$ cat config.mk
export PLATFORM = sky130hd
export DESIGN_NAME = uart_cmd_parser_flat
export DESIGN_NICKNAME = d
export VERILOG_FILES = /design/src/rtl/uart_cmd_parser_if.sv /design/src/rtl/uart_cmd_parser.sv /design/src/flat_wrapper.sv
export SDC_FILE = /design/constraint.sdc
export NUM_CORES = 1
export LEC_CHECK = 0
export BUFFER_PORTS_ARGS = -buffer_cell sky130_fd_sc_hd__buf_4
export CELL_PAD_IN_SITES_DETAIL_PLACEMENT = 1
export CELL_PAD_IN_SITES_GLOBAL_PLACEMENT = 2
export CORE_UTILIZATION = 34
export DETAILED_ROUTE_END_ITERATION = 12
export PLACE_DENSITY_LB_ADDON = 0.15
export SYNTH_ARGS = -nofsm -noshare
export SYNTH_HDL_FRONTEND = slang
export SYNTH_SLANG_ARGS = --single-unit
$ cat constraint.sdc
create_clock -name clk -period 2.6 [get_ports clk]
set_clock_uncertainty 0.05 [all_clocks]
set_input_delay 0.52 -clock clk [delete_from_list [all_inputs] [get_ports clk]]
set_output_delay 0.52 -clock clk [all_outputs]
set_load 0.1 [all_outputs]
$ cat src/rtl/uart_cmd_parser_if.sv
// Purpose: byte-level link between the parser and the UART rx/tx blocks.
// Latency: none, wires only.
// Backpressure: tx_busy from the transmitter holds off tx_start.
interface uart_cmd_parser_if;
    logic [7:0] rx_data;
    logic       rx_done;
    logic       tx_busy;
    logic [7:0] tx_data;
    logic       tx_start;

    // Parser side
    modport master (
        input  rx_data, rx_done, tx_busy,
        output tx_data, tx_start
    );

    // UART side (receiver + transmitter)
    modport slave (
        output rx_data, rx_done, tx_busy,
        input  tx_data, tx_start
    );
endinterface

$ cat src/rtl/uart_cmd_parser.sv
// Purpose: decode ASCII command bytes into control pulses, a mode level and ACK/NAK replies.
// Latency: pulses, mode and queued reply appear 1 cycle after rx_done; tx_start follows once tx_busy is low.
// Backpressure: one-deep reply register, newest reply overwrites an unsent one; tx_start gated by live tx_busy.
module uart_cmd_parser #(
    parameter int unsigned TIMEOUT_CYC = 100_000_000,
    parameter int unsigned RST_HOLD    = 4,
    parameter logic [7:0]  ACK_CHAR    = 8'h4B,
    parameter logic [7:0]  NAK_CHAR    = 8'h3F
) (
    input  logic              clk,
    input  logic              reset,
    uart_cmd_parser_if.master uart,
    output logic              cmd_run_stop,
    output logic              cmd_clear,
    output logic              cmd_sr_start,
    output logic              cmd_dht_start,
    output logic              cmd_up,
    output logic              cmd_down,
    output logic              cmd_reset,
    output logic              sensor_mode,
    output logic [7:0]        err_cnt
);
    localparam int TW = (TIMEOUT_CYC > 1) ? $clog2(TIMEOUT_CYC) : 1;
    localparam int HW = $clog2(RST_HOLD + 1);
    localparam logic [TW-1:0] TMO_LAST = TW'(TIMEOUT_CYC - 1);

    typedef enum logic {IDLE, WAIT_ARG} state_t;

    // Pulse vector bit order: run_stop, clear, sr_start, dht_start, up, down
    state_t        state_q, state_d;
    logic [TW-1:0] tmo_q, tmo_d;
    logic [5:0]    pulse_q, pulse_d;
    logic [HW-1:0] hold_q, hold_d;
    logic          mode_q, mode_d;
    logic          pend_q, pend_d;
    logic [7:0]    txd_q, txd_d;
    logic [7:0]    err_q, err_d;

    logic [7:0]    byte_lc;
    logic          q_ack;
    logic          q_nak;
    logic          start;

    // Next-state: command decode, argument wait with timeout, reset hold and reply queue
    always_comb begin
        state_d = state_q;
        tmo_d   = tmo_q;
        pulse_d = '0;
        hold_d  = hold_q;
        mode_d  = mode_q;
        pend_d  = pend_q;
        txd_d   = txd_q;
        err_d   = err_q;
        q_ack   = 1'b0;
        q_nak   = 1'b0;
        byte_lc = uart.rx_data;
        // Live tx_busy gates the start so it can never fire into a busy transmitter
        start   = pend_q && !uart.tx_busy;

        if (uart.rx_data >= 8'h41 && uart.rx_data <= 8'h5A) begin
            byte_lc = uart.rx_data | 8'h20;
        end

        if (hold_q != '0) begin
            hold_d = hold_q - HW'(1);
        end

        case (state_q)
            IDLE: begin
                if (uart.rx_done) begin
                    case (byte_lc)
                        8'h72: begin pulse_d = 6'b100000; q_ack = 1'b1; end // 'r'
                        8'h63: begin pulse_d = 6'b010000; q_ack = 1'b1; end // 'c'
                        8'h75: begin pulse_d = 6'b001000; q_ack = 1'b1; end // 'u'
                        8'h74: begin pulse_d = 6'b000100; q_ack = 1'b1; end // 't'
                        8'h2B: begin pulse_d = 6'b000010; q_ack = 1'b1; end // '+'
                        8'h2D: begin pulse_d = 6'b000001; q_ack = 1'b1; end // '-'
                        8'h78: begin hold_d = HW'(RST_HOLD); q_ack = 1'b1; end // 'x' restarts hold
                        8'h6D: begin state_d = WAIT_ARG; tmo_d = '0; end       // 'm' waits for arg
                        8'h0D, 8'h0A: ;                                        // CR/LF silently dropped
                        default: q_nak = 1'b1;
                    endcase
                end
            end
            WAIT_ARG: begin
                // A received byte beats the timeout when both land on the same cycle
                if (uart.rx_done) begin
                    state_d = IDLE;
                    if (uart.rx_data == 8'h30 || uart.rx_data == 8'h31) begin
                        mode_d = uart.rx_data[0];
                        q_ack  = 1'b1;
                    end else begin
                        q_nak = 1'b1;
                    end
                end else if (tmo_q == TMO_LAST) begin
                    state_d = IDLE;
                    q_nak   = 1'b1;
                end else begin
                    tmo_d = tmo_q + TW'(1);
                end
            end
            default: state_d = IDLE;
        endcase

        // A reply queued on the start cycle stays pending for the next send
        if (start) begin
            pend_d = 1'b0;
        end
        if (q_ack || q_nak) begin
            pend_d = 1'b1;
            txd_d  = q_ack ? ACK_CHAR : NAK_CHAR;
        end
        if (q_nak && err_q != 8'hFF) begin
            err_d = err_q + 8'd1;
        end
    end

    // State and output registers with synchronous reset
    always_ff @(posedge clk) begin
        if (reset) begin
            state_q <= IDLE;
            tmo_q   <= '0;
            pulse_q <= '0;
            hold_q  <= '0;
            mode_q  <= 1'b0;
            pend_q  <= 1'b0;
            txd_q   <= '0;
            err_q   <= '0;
        end else begin
            state_q <= state_d;
            tmo_q   <= tmo_d;
            pulse_q <= pulse_d;
            hold_q  <= hold_d;
            mode_q  <= mode_d;
            pend_q  <= pend_d;
            txd_q   <= txd_d;
            err_q   <= err_d;
        end
    end

    assign cmd_run_stop  = pulse_q[5];
    assign cmd_clear     = pulse_q[4];
    assign cmd_sr_start  = pulse_q[3];
    assign cmd_dht_start = pulse_q[2];
    assign cmd_up        = pulse_q[1];
    assign cmd_down      = pulse_q[0];
    assign cmd_reset     = (hold_q != '0);
    assign sensor_mode   = mode_q;
    assign err_cnt       = err_q;
    assign uart.tx_data  = txd_q;
    assign uart.tx_start = start;
endmodule

$ cat src/flat_wrapper.sv
// flat-port wrapper written by rule: the top's interface ports become plain ports
module uart_cmd_parser_flat 
#(
    parameter int unsigned TIMEOUT_CYC = 100_000_000,
    parameter int unsigned RST_HOLD    = 4,
    parameter logic [7:0]  ACK_CHAR    = 8'h4B,
    parameter logic [7:0]  NAK_CHAR    = 8'h3F
)
  (clk, reset, cmd_run_stop, cmd_clear, cmd_sr_start, cmd_dht_start, cmd_up, cmd_down, cmd_reset, sensor_mode, err_cnt, uart_rx_data, uart_rx_done, uart_tx_busy, uart_tx_data, uart_tx_start);
  uart_cmd_parser_if uart_i ();
  input  logic clk;
  input  logic reset;
  output logic cmd_run_stop;
  output logic cmd_clear;
  output logic cmd_sr_start;
  output logic cmd_dht_start;
  output logic cmd_up;
  output logic cmd_down;
  output logic cmd_reset;
  output logic sensor_mode;
  output logic [7:0] err_cnt;
  input wire logic [$bits(uart_i.rx_data)-1:0] uart_rx_data;
  input wire logic [$bits(uart_i.rx_done)-1:0] uart_rx_done;
  input wire logic [$bits(uart_i.tx_busy)-1:0] uart_tx_busy;
  output wire logic [$bits(uart_i.tx_data)-1:0] uart_tx_data;
  output wire logic [$bits(uart_i.tx_start)-1:0] uart_tx_start;
  assign uart_i.rx_data = uart_rx_data;
  assign uart_i.rx_done = uart_rx_done;
  assign uart_i.tx_busy = uart_tx_busy;
  assign uart_tx_data = uart_i.tx_data;
  assign uart_tx_start = uart_i.tx_start;
  uart_cmd_parser #(.TIMEOUT_CYC(TIMEOUT_CYC), .RST_HOLD(RST_HOLD), .ACK_CHAR(ACK_CHAR), .NAK_CHAR(NAK_CHAR)) u_core (.clk(clk), .reset(reset), .uart(uart_i), .cmd_run_stop(cmd_run_stop), .cmd_clear(cmd_clear), .cmd_sr_start(cmd_sr_start), .cmd_dht_start(cmd_dht_start), .cmd_up(cmd_up), .cmd_down(cmd_down), .cmd_reset(cmd_reset), .sensor_mode(sensor_mode), .err_cnt(err_cnt));
endmodule
==> results.yml, run 1 <==
status:
  status: "completed"
synth:
  async_flop_share_pct: 0
  synth_top_area_cell: "dfxtp_1"
  yosys_warnings: 0
  netlist_area_mm2: 0.00272
  synth_cells: 328
  yosysUniqueCellTypes: 55
  ys_seq_area_share_pct: 36.7
  synth_top_area_share_pct: 36.7
  synth_edf_count: 0
  ys_ff_latch: 50
  syn_area_per_cell_um2: 8.30
  synth_ff_type: "dfxtp_1"
  synth_fp_nets: 344
  synth_top_cells_by_area: "dfxtp_1 37%, xnor2_1 5.5%, nor2_1 5.2%"
drt:
  first_iter_violations: 54
  wl_um: 6860
  firstDrtPassIters: 4
  routedWlPerCell_um: 14.6
  ant_nets: 0
  drc_errors: 0
  vias: 2414
  avgViaCountPerCell: 5.13
clock_network:
  clkLatencyLatePin_ns: 0.30
  clock-root-buffer: "clkbuf_8"
  cts_buffer_depth: 2
  postCtsHoldBufs: 0
  cts_tree: "yes"
  cts.sinks: 50
  cts-buffers-inserted: 5
  htree_levels: 2
  path_clk_slew_ns: 0.09
setup_path:
  critPathMaxFanout: 6
  cp-start-kind: "register"
  worst_setup_path_end_kind: "register"
  critPathKind: "register to register"
  critPathRequiredTime_ns: 2.74
  reg2reg_depth: 6
  arrival_ns: 2.53
final_layout:
  layout-drive-gt1-share_pct: 20.3
  multi_input_area_mm2: 0.00159
  layout.nets: 384
  syn_to_final_growth_pct: 19.2
  diodes: 0
  fillers: 956
  seq_area_mm2: 0.00100
  utilization_pct: 42.0
flow_run:
  drv_cap: 0
global_route:
  grt_util_met3_pct: 3.18
  grtUsageMet2_pct: 27.7
  grt_util_all_layers_pct: 16.9
  grt_util_met1_pct: 22.6
  grt_pass1_vias: 2389
  antenna_found_initial: 0
  grt-busiest-layer: "met2"
  grt_pass1_wl_um: 11400
  grt_overflow: 0
  grt_max_degree: 29
die:
  die-area_mm2: 0.00837
  die_x_um: 91.5
  rows: 32
  coreArea_mm2: 0.00773
  fp.dieH_um: 91.5
  pin_count: 37
  initial_core_util_pct: 35.2
sta:
  worst_pin_slew_ns: 0.489
  timing.final.crit_share_pct: 91.7
  slew_violations: 0
  tns_ns: 0
  finalSetupViolCount: 0
  finalHoldViolations: 0
  relSlewSlack_pct: 67.1
  min_period_ns: 2.39
  rsz0062_at_grt: "false"
  clock.fmax_mhz: 419
hold_path:
  hold_path_class: "register to register"
  whs_path_depth: 2
power_and_ir_drop:
  pwr_density_cell_mw_per_mm2: 527
  ir_drop_mv: 0.360
  power_leakage_nw: 1.24
placement:
  port-buffer-count: 35
  gp_congestion: 0.747
  dp_hpwl_um: 5000
worst paths after layout:
kind | slack, ns | start | to
setup / recovery | 0.21 | u_core.tmo_q[9]$_SDFFE_PP0P_ | u_core.err_cnt[5]$_SDFFE_PP0P_
hold / removal | 0.42 | u_core.pend_q$_SDFFE_PP0P_ | u_core.pend_q$_SDFFE_PP0P_
setup reg to reg | 0.21 | u_core.tmo_q[9]$_SDFFE_PP0P_ | u_core.err_cnt[5]$_SDFFE_PP0P_
hold reg to reg | 0.42 | u_core.pend_q$_SDFFE_PP0P_ | u_core.pend_q$_SDFFE_PP0P_
state kept, by name, indices dropped and copies added, names as in the netlist:
| signal | count |
|---|---|
| u_core.state_q | 1 |
| u_core.err_cnt | 8 |
| u_core.sensor_mode | 1 |
| u_core.uart.tx_data | 3 |
| u_core.pend_q | 1 |
| u_core.pulse_q | 6 |
| u_core.tmo_q | 27 |
| u_core.hold_q | 3 |
cells in the mapped netlist (2+ instances only):
library cell / instances
o211ai_1: 2
mux2_2: 4
a31o_2: 3
a21oi_1: 22
a211oi_1: 12
buf_4: 5
nor3b_1: 3
mux2i_1: 6
clkbuf_1: 9
a21o_1: 4
nor4bb_1: 2
a31oi_1: 3
inv_1: 10
ha_1: 4
a211o_1: 2
o21ai_0: 2
nand3_1: 21
buf_2: 2
dfxtp_1: 50
and2_1: 5
nor4_1: 3
nand4_1: 5
nor2b_1: 12
and3_1: 10
xnor2_1: 17
nor2_1: 38
and4_1: 2
nand2b_1: 10
buf_1: 3
nor3_1: 6
nand2_1: 23
nand3b_1: 3
or3_1: 3
power breakdown:
group          internal (mW)  switching (mW)
Sequential             0.792          0.0189
Combinational          0.120           0.302
Clock                  0.216           0.262
layout make-up:
cell class,count,share of cell area (%)
flip-flops and latches,50,30.8
multi-input cells,248,49.0
repair buffers,53,12.3
clock buffers,7,2.66
clock inverters,1,0.154
well taps,102,3.93
inverters,10,1.16
critical path, cell delays in order (launching register included):
cell,delay [ns]
dfxtp_1,0.36
nor4_2,0.32
nand4_1,0.19
o31a_1,0.34
or2_4,0.30
a2111oi_4,0.36
mux2_1,0.35
through the flow:
step | setup WS [ns] | cells | area (µm²) | hold slack (ns) | power, mW
6_report | 0.215 | 471 | 3250 | 0.416 | 1.71
5_1_grt | 0.0728 | 471 | 3250 | 0.431 | 1.80
4_1_cts | 0.0777 | 471 | 3240 | 0.418 | 1.74
3_5_place_dp | 0.0556 | 463 | 3150 | 0.396 | 1.25
3_3_place_gp | 0.0803 | 463 | 3150 | 0.394 | 1.24
2_1_floorplan | 0.116 | 328 | 2720 | 0.382 | 1.16
cell families (layout without fill, tap and decap cells):
kind of cell,Yosys count,count (layout),share of synthesized area [%]
compound gates,61,61,15.8
fa+ha+maj,4,4,1.84
simple gates,154,154,30.5
buf+inv,30,71,5.19
xor+xnor,17,17,5.47
mux,11,11,4.27
other cells,1,1,0.138
flops,50,50,36.7
cells in the final DEF, fill, tap and decap left out, types with 10 or more instances in the layout:
master	count
nor2_1	38
nand2_1	23
xnor2_1	17
a21oi_1	22
nand2b_1	10
a211oi_1	12
nor2b_1	12
inv_1	10
dfxtp_1	50
buf_4	53
nand3_1	21
and3_1	10
per-layer routing:
| metal | part of all wire, % | wire length (µm) |
|---|---|---|
| met4 | 0.67 | 46 |
| met5 | 0 | 0 |
| met1 | 51 | 3470 |
| met3 | 2.8 | 192 |
| met2 | 46 | 3150 |
timing repair:
action	4_1_cts	5_1_grt
resized for setup	0	2
setup buffers	0	0
setup endpoints to repair	0	4
Note: power is estimated with default switching activity, not from simulation.
==> run 2: changes to the inputs <==
CORE_UTILIZATION = 31   (was 34)
clock period = 2.1 ns   (was 2.6 ns; I/O delays follow)
==> run 2 against run 1 <==
The flow now finishes with violations (negative setup slack). Critical endpoint unchanged. Combinational power grew 32%. Global-route usage rose by 1.1 points. Die area rose by 9.5%.
==> results.yml, run 2 (synthesis gave the netlist of run 1 again) <==
status:
  status: "finished, violations left"
  failed_checks: "negative setup slack"
drt:
  drc_errors: 0
  routedWlPerCell_um: 14.7
  ant_nets: 0
  avgViaCountPerCell: 5.09
  firstDrtPassIters: 4
  first_iter_violations: 63
  vias: 2665
  wl_um: 7680
placement:
  port-buffer-count: 35
  dp_hpwl_um: 5860
  gp_congestion: 0.823
  placed_cell_area_mm2: 0.00356
global_route:
  grt_overflow: 0
  antenna_found_initial: 0
  grt_max_degree: 29
  grt_pass1_vias: 2694
  grt_pass1_wl_um: 12800
  grt_util_all_layers_pct: 18.1
setup_path:
  ff2ff_setup_slack_ns: -0.11
  critical_path.slowest_cell: "dfxtp_2"
  cpPeakStageDelay_ns: 0.35
  critPathMaxFanout: 6
  reg2reg_depth: 6
  worst_setup_path_end_kind: "register"
  r2r-end: "u_core.err_cnt[5]$_SDFFE_PP0P_"
  cp-start-kind: "register"
  critPathRequiredTime_ns: 2.24
  cp-startpoint: "u_core.tmo_q[10]$_SDFFE_PP0P_"
  arrival_ns: 2.35
  timing.rr.start: "u_core.tmo_q[10]$_SDFFE_PP0P_"
  critPathKind: "register to register"
  crit_chain: "nor4_4 -> nand4_1 -> o31a_1 -> or2_4 -> a2111oi_4 -> mux2_1"
power_and_ir_drop:
  p_seq_share_pct: 46.5
  p_switching_uw: 745
  switching_share_pct: 34.4
  pwr-share-comb_pct: 25.7
  intPower_mw: 1.42
  power_mw: 2.17
  power_leakage_nw: 1.52
  pwr_density_cell_mw_per_mm2: 574
  ir_drop_mv: 0.299
  clkPwrFrac_pct: 27.8
hold_path:
  min_to: "u_core.pend_q$_SDFFE_PP0P_"
  hold_start: "uart_tx_busy"
  whs_path_depth: 3
  hold_path_class: "input port to register"
clock_network:
  htree_levels: 2
  postCtsHoldBufs: 0
  cts_buffer_depth: 2
  clkLatencyLatePin_ns: 0.30
  cts.sinks: 50
  cts-buffers-inserted: 5
  path_clk_slew_ns: 0.09
  cts_tree: "yes"
  clock-root-buffer: "clkbuf_8"
sta:
  timing.final.crit_share_pct: 105
  clock.fmax_mhz: 453
  min_period_ns: 2.21
  slew_violations: 0
  rsz0062_at_grt: "true"
  tns_ns: -0.138
  holdWs_ns: 0.334
  finalHoldViolations: 0
  finalSetupViolCount: 3
  setup_slack_ns: -0.105
final_layout:
  layout-drive-gt1-share_pct: 35.6
  regMostFlops: "u_core.tmo_q"
  largest_register_ffs: 27
  diodes: 0
  layout.nets: 434
  final_cell_mix: "101 x buf_4, 42 x dfxtp_1, 38 x nor2_1"
  final_area_mm2: 0.00377
  syn_to_final_growth_pct: 38.4
  final_common_cell: "buf_4"
die:
  coreArea_mm2: 0.00834
  die-area_mm2: 0.00917
  pin_count: 37
  rows: 33
  fp.dieH_um: 95.7
  initial_core_util_pct: 32.7
  die_x_um: 95.7
flow_run:
  drv_cap: 0
run 2: power groups by stage:
| stage | clock network, mW | registers, mW | logic, mW |
|---|---|---|---|
| after floorplan | 0 | 1.07 | 0.368 |
| after global placement | 0 | 1.03 | 0.546 |
| after detailed placement | 0 | 1.03 | 0.559 |
| after CTS | 0.630 | 1.01 | 0.561 |
| after global routing | 0.667 | 1.01 | 0.599 |
| final | 0.601 | 1.01 | 0.557 |
run 2: layout make-up:
cell class | count | area [µm²]
fill | 1013 | 4570
multi-input combinational | 248 | 1700
sequential | 50 | 1010
timing repair buffer | 103 | 798
tap | 105 | 131
clock buffer | 6 | 82.6
inverter | 10 | 37.5
clock inverter | 2 | 12.5
run 2: worst max-delay path by stage:
stage,to,slack (ns),cells after the start
2_1_floorplan,u_core.err_cnt[5]$_SDFFE_PP0P_,-0.13,7
3_5_place_dp,u_core.err_cnt[3]$_SDFFE_PP0P_,-0.37,6
3_3_place_gp,u_core.err_cnt[5]$_SDFFE_PP0P_,-0.33,6
4_1_cts,u_core.err_cnt[5]$_SDFFE_PP0P_,-0.13,6
5_1_grt,u_core.err_cnt[5]$_SDFFE_PP0P_,-0.22,6
6_report,u_core.err_cnt[5]$_SDFFE_PP0P_,-0.11,6
run 2: through the flow:
| stage | worst slack [ns] | utilization [%] | std cells |
|---|---|---|---|
| CTS | -0.130 | 44.5 | 524 |
| detailed placement | -0.372 | 42.7 | 512 |
| global placement | -0.330 | 42.7 | 512 |
| floorplan | -0.125 | - | 328 |
| global route | -0.216 | 45.2 | 524 |
| finish | -0.105 | 45.2 | 524 |
run 2: worst max-delay path: cells and delay by family (launching register included):
kind / cells / cell delay, ns
AO/OA/AOI/OAI: 2 / 0.60
flip-flops: 1 / 0.35
multiplexers: 1 / 0.34
AND/OR/NAND/NOR: 3 / 0.77
run 2: repair_timing:
item	CTS	global route
gates resized for setup	6	13
pin swaps	5	7
endpoints found under the setup margin	18	31
buffers inserted	4	1
run 2: metal layers:
layer	track usage, %	vias to the layer above	share of wire [%]
li1	-	1332	-
met3	3.00	11	3.2
met4	5.60	0	1.9
met5	0	-	0
met1	23.9	1274	50
met2	30.0	48	45
==> run 3: changes to the inputs <==
CORE_ASPECT_RATIO = 0.9   (was not set)
CORE_MARGIN = 2   (was not set)
==> run 3 against run 2 <==
The flow still finishes with violations (negative setup slack). Setup slack better by 0.0079 ns. Sequential power about the same. Wire length grew 3.1%. Die area up 4.2%. Power grew 3.5%. Fmax increased by 0.36%. Non-clock buffer count up 2. Clock-buffer cell count rose by 1. Flip-flop and latch count did not move. Clock power is 12% higher. Design area up 1.4%. Via count up 0.38%. Largest power group unchanged. Highest routed layer unchanged.
==> results.yml, run 3 (synthesis gave the netlist of run 1 again) <==
drt:
  vias: 2675
  routedWlPerCell_um: 14.7
  ant_nets: 0
  first_iter_violations: 39
  drc_errors: 0
  wl_um: 7920
  avgViaCountPerCell: 4.95
  firstDrtPassIters: 4
global_route:
  antenna_found_initial: 0
  grt_util_all_layers_pct: 17.9
  grt_pass1_wl_um: 13500
  grt_pass1_vias: 2769
  grt_max_degree: 29
  grt_overflow: 0
placement:
  pre_cts_ws_ns: -0.388
  gp_congestion: 0.863
  port-buffer-count: 35
  dp_hpwl_um: 6120
sta:
  min_period_ns: 2.20
  slew_violations: 0
  relSlewSlack_pct: 63.7
  setup_slack_ns: -0.0975
  timing.final.crit_share_pct: 105
  finalHoldViolations: 0
  finalSetupViolCount: 7
  worst_pin_slew_ns: 0.539
  rsz0062_at_grt: "true"
  clock.fmax_mhz: 455
die:
  fp.dieH_um: 92.9
  initial_core_util_pct: 31.8
  die_x_um: 103
  pin_count: 37
  coreArea_mm2: 0.00857
  rows: 32
  die-area_mm2: 0.00955
power_and_ir_drop:
  power_leakage_nw: 1.53
  power_mw: 2.24
  ir_drop_mv: 0.311
  pwr_density_cell_mw_per_mm2: 586
final_layout:
  layout-drive-gt1-share_pct: 36.1
  seq_area_mm2: 0.00101
  diodes: 0
  fillers: 1040
  layout.nets: 436
  final_common_cell: "buf_4"
  largest_register_ffs: 27
  final_cell_mix: "103 x buf_4, 42 x dfxtp_1, 38 x nor2_1"
  multi_input_area_mm2: 0.00172
  regMostFlops: "u_core.tmo_q"
  syn_to_final_growth_pct: 40.4
setup_path:
  arrival_ns: 2.34
  cp-start-kind: "register"
  critPathRequiredTime_ns: 2.25
  worst_setup_path_end_kind: "register"
  critPathMaxFanout: 6
  reg2reg_depth: 6
  critPathKind: "register to register"
clock_network:
  cts_tree: "yes"
  clock-root-buffer: "clkbuf_8"
  cts_buffer_depth: 2
  cts-buffers-inserted: 5
  htree_levels: 2
  clkLatencyLatePin_ns: 0.30
  cts.sinks: 50
  path_clk_slew_ns: 0.09
  postCtsHoldBufs: 0
flow_run:
  drv_cap: 0
status:
  failed_checks: "negative setup slack"
  status: "finished, violations left"
hold_path:
  whs_path_depth: 3
  hold_path_class: "input port to register"
run 3: what timing repair did:
item	4_1_cts	5_1_grt
setup endpoints to repair	19	18
gates resized for setup	11	10
pin swaps	7	6
setup buffers	0	3
cloned	0	0
run 3: area by class of cell:
| cell class | count | area share (%) |
|---|---|---|
| Clock buffer | 7 | 2.00 |
| Clock inverter | 1 | 0.785 |
| Inverter | 10 | 0.982 |
| Multi-Input combinational cell | 248 | 44.9 |
| Sequential cell | 50 | 26.4 |
| Tap cell | 119 | 3.89 |
| Timing Repair Buffer | 105 | 21.0 |
run 3: power by group:
part	internal, mW	switching [mW]	leakage [nW]	total [mW]
clock network	0.357	0.314	0.0524	0.671
registers	0.981	0.0226	0.408	1.00
logic	0.178	0.389	1.07	0.567
total	1.52	0.725	1.53	2.24
run 3: stage by stage:
step,utilization [%],instances,TNS [ns],cell area (µm²),hold slack [ns]
2_1_floorplan,-,328,-0.414,2780,0.382
3_3_place_gp,42.0,530,-4.05,3600,0.396
3_5_place_dp,42.0,530,-3.92,3600,0.410
4_1_cts,43.7,537,-0.572,3750,0.329
5_1_grt,44.6,540,-2.54,3820,0.340
6_report,44.6,540,-0.334,3820,0.349
run 3: worst max-delay path, cell delays in order, from the launching register on:
cell       delay [ns]
dfxtp_2          0.35
nor4_4           0.29
nand4_1          0.18
o31a_1           0.28
or2_4            0.29
a2111oi_4        0.33
mux2_4           0.33
run 3: worst paths after layout:
| path | startpoint | endpoint | slack [ns] |
|---|---|---|---|
| max | u_core.tmo_q[10]$_SDFFE_PP0P_ | u_core.err_cnt[5]$_SDFFE_PP0P_ | -0.1 |
| min | uart_tx_busy | u_core.pend_q$_SDFFE_PP0P_ | 0.35 |
| max reg2reg | u_core.tmo_q[10]$_SDFFE_PP0P_ | u_core.err_cnt[5]$_SDFFE_PP0P_ | -0.1 |
| min reg2reg | u_core.pend_q$_SDFFE_PP0P_ | u_core.pend_q$_SDFFE_PP0P_ | 0.43 |
run 3: metal layers:
layer  vias to the layer above  routed length, µm  GRT usage, %
li1                       1338                  -             -
met1                      1305               3950          25.0
met2                        28               3750          28.9
met3                         4                167          2.64
met4                         0                 52          4.06
met5                         -                  0             0
